## src/rtl/pcs_pkg.sv

```systemverilog
// Shared 64b/66b PCS definitions: sync-header encodings, block-lock state
// encoding and the header validity test.
package pcs_pkg;

  localparam logic [1:0] SYNC_DATA = 2'b01;
  localparam logic [1:0] SYNC_CTRL = 2'b10;

  typedef enum logic [1:0] {
    LOCK_INIT = 2'd0,
    RESET_CNT = 2'd1,
    TEST_SH   = 2'd2,
    SLIP      = 2'd3
  } lock_state_t;

  function automatic logic sh_valid(input logic [1:0] sh);
    return (sh == SYNC_DATA) || (sh == SYNC_CTRL);
  endfunction

endpackage

```

## src/rtl/block_lock_fsm.sv

```systemverilog
// Rx 64b/66b block-lock controller: counts sync headers per window, asserts
// lock after a clean window and pulses a one-bit slip on bad alignment.
module block_lock_fsm
  import pcs_pkg::*;
#(
  parameter int SH_GOOD_COUNT    = 64,
  parameter int SH_INVALID_LIMIT = 16,
  parameter int SLIP_WAIT_CYCLES = 4
) (
  input  logic       i_rxc,
  input  logic       i_reset,
  input  logic [1:0] i_rx_header,
  input  logic       i_rx_valid,
  output logic       o_slip,
  output logic       o_block_lock,
  output logic [7:0] o_slip_count,
  output logic [1:0] o_lock_state
);

  localparam int                WAIT_W    = $clog2(SLIP_WAIT_CYCLES + 1);
  localparam logic [6:0]        GOOD_N    = 7'(SH_GOOD_COUNT);
  localparam logic [4:0]        INV_LIM   = 5'(SH_INVALID_LIMIT);
  localparam logic [WAIT_W-1:0] WAIT_LAST = WAIT_W'(SLIP_WAIT_CYCLES - 1);

  lock_state_t       state_q, state_d;
  logic [6:0]        sh_cnt_q, sh_cnt_d;
  logic [4:0]        sh_invalid_cnt_q, sh_invalid_cnt_d;
  logic              lock_q, lock_d;
  logic              slip_q, slip_d;
  logic [7:0]        slip_count_q, slip_count_d;
  logic [WAIT_W-1:0] slip_wait_q, slip_wait_d;

  logic       hdr_bad;
  logic [6:0] sh_cnt_next;
  logic [4:0] sh_inv_next;

  always_ff @(posedge i_rxc or posedge i_reset) begin
    if (i_reset) begin
      state_q          <= LOCK_INIT;
      sh_cnt_q         <= '0;
      sh_invalid_cnt_q <= '0;
      lock_q           <= 1'b0;
      slip_q           <= 1'b0;
      slip_count_q     <= '0;
      slip_wait_q      <= '0;
    end else begin
      state_q          <= state_d;
      sh_cnt_q         <= sh_cnt_d;
      sh_invalid_cnt_q <= sh_invalid_cnt_d;
      lock_q           <= lock_d;
      slip_q           <= slip_d;
      slip_count_q     <= slip_count_d;
      slip_wait_q      <= slip_wait_d;
    end
  end

  always_comb begin
    state_d          = state_q;
    sh_cnt_d         = sh_cnt_q;
    sh_invalid_cnt_d = sh_invalid_cnt_q;
    lock_d           = lock_q;
    slip_d           = 1'b0;
    slip_count_d     = slip_count_q;
    slip_wait_d      = slip_wait_q;
    hdr_bad          = !sh_valid(i_rx_header);
    sh_cnt_next      = sh_cnt_q + 7'd1;
    sh_inv_next      = sh_invalid_cnt_q + {4'd0, hdr_bad};

    case (state_q)
      LOCK_INIT: begin
        lock_d  = 1'b0;
        state_d = RESET_CNT;
      end
      RESET_CNT: begin
        sh_cnt_d         = '0;
        sh_invalid_cnt_d = '0;
        state_d          = TEST_SH;
      end
      TEST_SH: begin
        // A gearbox pause (i_rx_valid=0) freezes the window.
        if (i_rx_valid) begin
          if (hdr_bad && (!lock_q || sh_inv_next == INV_LIM)) begin
            state_d     = SLIP;
            lock_d      = 1'b0;
            slip_d      = 1'b1;
            slip_wait_d = WAIT_LAST;
            if (slip_count_q != 8'hFF) slip_count_d = slip_count_q + 8'd1;
          end else if (sh_cnt_next == GOOD_N) begin
            if (sh_inv_next == 5'd0) lock_d = 1'b1;
            state_d = RESET_CNT;
          end else begin
            sh_cnt_d         = sh_cnt_next;
            sh_invalid_cnt_d = sh_inv_next;
          end
        end
      end
      SLIP: begin
        // Headers are ignored while the gearbox settles on the new boundary.
        if (slip_wait_q == '0) state_d = RESET_CNT;
        else slip_wait_d = slip_wait_q - 1'b1;
      end
      default: state_d = LOCK_INIT;
    endcase
  end

  always_comb begin
    o_slip       = slip_q;
    o_block_lock = lock_q;
    o_slip_count = slip_count_q;
    o_lock_state = state_q;
  end

endmodule

```

## config.mk

```make
export PLATFORM = sky130hd
export DESIGN_NAME = block_lock_fsm
export DESIGN_NICKNAME = d
export VERILOG_FILES = /design/src/rtl/pcs_pkg.sv /design/src/rtl/block_lock_fsm.sv
export SDC_FILE = /design/constraint.sdc
export NUM_CORES = 1
export LEC_CHECK = 0
export ABC_AREA = 1
export CAP_MARGIN = 25
export CORE_UTILIZATION = 50
export DETAILED_ROUTE_END_ITERATION = 16
export GPL_ROUTABILITY_DRIVEN = 0
export PLACE_DENSITY = 0.74
export SLEW_MARGIN = 20
export SYNTH_ARGS = -nofsm -noshare
export SYNTH_HDL_FRONTEND = slang
export SYNTH_SLANG_ARGS = --single-unit
```

## constraint.sdc

```tcl
create_clock -name i_rxc -period 2.07 [get_ports i_rxc]
set_input_delay 0.207 -clock i_rxc [delete_from_list [all_inputs] [get_ports i_rxc]]
set_output_delay 0.207 -clock i_rxc [all_outputs]
set_load 0.005 [all_outputs]
```

==> flow_summary.json <==
{
  "outcome": "finished, final reports clean",
  "synth-seq-cells": 27,
  "switching_power_uw": 746,
  "drtIter0Drc": 65,
  "cts_max_level": 1,
  "grt_pass1_wl_um": 5390,
  "synth_top_cell_by_area": "dfrtp_1",
  "period_needed_ns": 1.98,
  "finalSetupTns_ns": 0,
  "layout.nets": 258,
  "slew_violations": 0,
  "cts.sinks": 27,
  "critical_path.top_delay_family": "simple AND/OR/NAND/NOR gates",
  "synthDistinctLibCells": 28,
  "dr.pass1.iters": 5,
  "cp-start-kind": "flip-flop",
  "worst_pin_slew_ns": 0.490,
  "first_global_vias": 1234,
  "path_class": "flip-flop to flip-flop",
  "setup_viol": 0,
  "ant_nets": 0,
  "cpMaxStageDelayCell": "dfrtp_1",
  "ys_warn_count": 0,
  "area_growth_pct": 23.9,
  "initial_core_util_pct": 52.1,
  "drc": 0,
  "finClkSkew_ns": 0.00719,
  "cp-end-kind": "flip-flop",
  "vias_per_cell": 4.90,
  "dieArea_um2": 3720,
  "max_slew_margin_pct": 67.2,
  "hold_buffers": 0,
  "post_drt_wl_per_cell_um": 11.1,
  "cp_slowest_stage_delay_ns": 0.44,
  "antenna_found_initial": 0,
  "fp.dieH_um": 61.0,
  "crit_fanout": 5,
  "fillers": 294,
  "num_vias": 1407,
  "p_leak_uw": 0.00101,
  "grt_usage_pct": 19.3,
  "finalHoldViolations": 0,
  "synth_nets": 227,
  "pwr-share-seq_pct": 36.3,
  "peakVddDrop_mv": 0.588,
  "cts_buffers": 3,
  "hold_path.class": "input pin to asynchronous set/reset pin",
  "ys_top_cells_by_area": "dfrtp_1 39%, nand2_1 13%, ha_1 7.9%",
  "clock_path_buffers": 2,
  "clk_latency_ns": 0.33,
  "rsz0062_at_grt": "true",
  "cts_tree": "built",
  "cp_data_required_time_ns": 2.35,
  "path_buf_inv": 1,
  "grt_overflow": 0,
  "routed_wl_um": 3180,
  "p_per_area_nw_per_um2": 883,
  "ys_seq_area_share_pct": 38.9,
  "antenna_cells": 0,
  "max_cap_violations": 0,
  "hpwl_um": 2230,
  "fp-row-count": 21,
  "die_w_um": 61.0,
  "whs_ns": 0.209,
  "syn_area_per_cell_um2": 8.24,
  "max_freq_mhz": 505,
  "synth_area_um2": 1740,
  "arrival_ns": 2.26,
  "syn_inst": 211,
  "final_layout_size_suffix_gt1_share_pct": 22.8,
  "root_buffer": "clkbuf_4",
  "fp.coreArea_um2": 3340,
  "pin_count": 17,
  "portBuffers": 16,
  "crit_chain": "ha_4, ha_4, or2_4, nor2_4, nand3_2, nand2_2, nand3_4, nor2_8, buf_6, nand3_1, nand2_1",
  "clkTransAtPathRegs_ns": 0.15,
  "grt_start_max_net_pins": 28,
  "p_comb_share_pct": 51.3,
  "p_int_uw": 1160,
  "synth_top_area_share_pct": 38.9,
  "crit_top_cell": "ha_4",
  "clkPwrFrac_pct": 12.4,
  "post-route-period-util_pct": 95.7,
  "switching_share_pct": 39.2
}
-- logic make-up (layout without fill, tap and decap cells) --
logic type      Yosys count  after routing  share of synthesized area, %
buf+inv                  25             54                          6.26
xor+xnor                  8              8                          4.46
compound gates           25             25                          10.9
simple gates            115            116                          31.6
flops                    27             27                          38.9
fa+ha+maj                11             11                          7.92
-- registers in the layout, summed over array words and instances (netlist names) --
| signal | flops |
|---|---|
| slip_wait_q | 3 |
| sh_invalid_cnt_q | 5 |
| o_slip | 1 |
| sh_cnt_q | 7 |
| o_lock_state | 2 |
| o_block_lock | 1 |
| o_slip_count | 8 |
-- final timing paths --
| path | start | to | slack, ns | cells after the start |
|---|---|---|---|---|
| worst min register to register | sh_cnt_q[6] | sh_cnt_q[6] | 0.52 | 2 |
| worst min-delay path | i_reset | sh_cnt_q[4] | 0.21 | 3 |
| worst max-delay path | sh_invalid_cnt_q[0] | o_slip_count[1] | 0.09 | 11 |
| min in group i_rxc | sh_cnt_q[6] | sh_cnt_q[6] | 0.52 | 2 |
| max in group asynchronous | i_reset | sh_invalid_cnt_q[0] | 1.59 | 3 |
| worst max register to register | sh_invalid_cnt_q[0] | o_slip_count[1] | 0.09 | 11 |
-- final cells by class --
cell class	count	area, um^2	share of cell area [%]
Timing Repair Buffer	28	277	12.8
Tap cell	46	57.6	2.67
Multi-Input combinational cell	160	1030	48.1
Clock buffer	4	26.3	1.22
Sequential cell	27	676	31.4
Inverter	22	82.6	3.83
-- power groups by stage --
stage,Combinational [uW],Sequential (uW),Clock (uW)
floorplan,599,687,0
global placement,902,693,0
detailed placement,917,695,0
CTS,944,689,245
global route,1100,702,261
finish,977,691,235
-- what timing repair did --
action | CTS | global route
gates cloned | 1 | 0
resized for setup | 9 | 8
pin swaps | 10 | 8
setup buffers | 0 | 1
setup endpoints to repair | 26 | 13
-- synthesized netlist by cell type --
cell	instances
nor2_2	1
nand3_4	2
nand2_1	61
nand2_4	1
nand2_2	5
or2_2	3
inv_1	22
a21oi_1	3
nor2_8	1
nand3b_1	1
nand3_1	22
nor2_1	13
clkbuf_1	1
o21bai_1	1
a21boi_0	1
o21bai_2	1
ha_1	11
xnor2_2	1
nand4_1	3
o21ai_0	3
o21ai_1	2
buf_6	2
xnor2_1	6
or2_1	1
xor2_1	1
o21ai_2	14
dfrtp_1	27
nor4_1	1
-- tightest hold or removal path, stage by stage --
cell             delay (ns)
clkdlybuf4s50_1        0.39
inv_1                  0.05
buf_4                  0.31
-- metal layers --
metal | vias up | track usage [%] | routed length, um
li1 | 740 | - | -
met2 | 17 | 29.2 | 1450
met1 | 650 | 28.5 | 1650
met3 | 0 | 2.56 | 75
met4 | 0 | 6.49 | 0
met5 | - | 0 | 0
-- layout by cell type, fill, tap and decap left out, drive strengths merged --
cell type / netlist / final
xor2: 1 / 1
inv: 22 / 22
xnor2: 7 / 7
dlygate4sd2: 0 / 2
clkbuf: 1 / 4
ha: 11 / 11
o21ai: 19 / 19
buf: 2 / 12
nand3: 24 / 24
nand3b: 1 / 1
a21boi: 1 / 1
o21bai: 2 / 2
nor2: 15 / 15
nor4: 1 / 1
or2: 4 / 4
nand4: 3 / 3
dfrtp: 27 / 27
clkdlybuf4s50: 0 / 14
nand2: 67 / 68
a21oi: 3 / 3
-- through the flow --
stage / setup slack (ns) / cells / total power, uW / instance area (um^2) / util (%)
6_report: 0.0881 / 287 / 1900 / 2150 / 64.5
5_1_grt: -0.0224 / 287 / 2060 / 2150 / 64.5
4_1_cts: 0.0825 / 286 / 1880 / 2120 / 63.5
3_5_place_dp: -0.482 / 281 / 1610 / 2040 / 61.0
3_3_place_gp: -0.449 / 281 / 1590 / 2040 / 61.0
2_1_floorplan: 0.0299 / 211 / 1290 / 1740 / -
No activity file was read; power rests on OpenSTA's default activity.
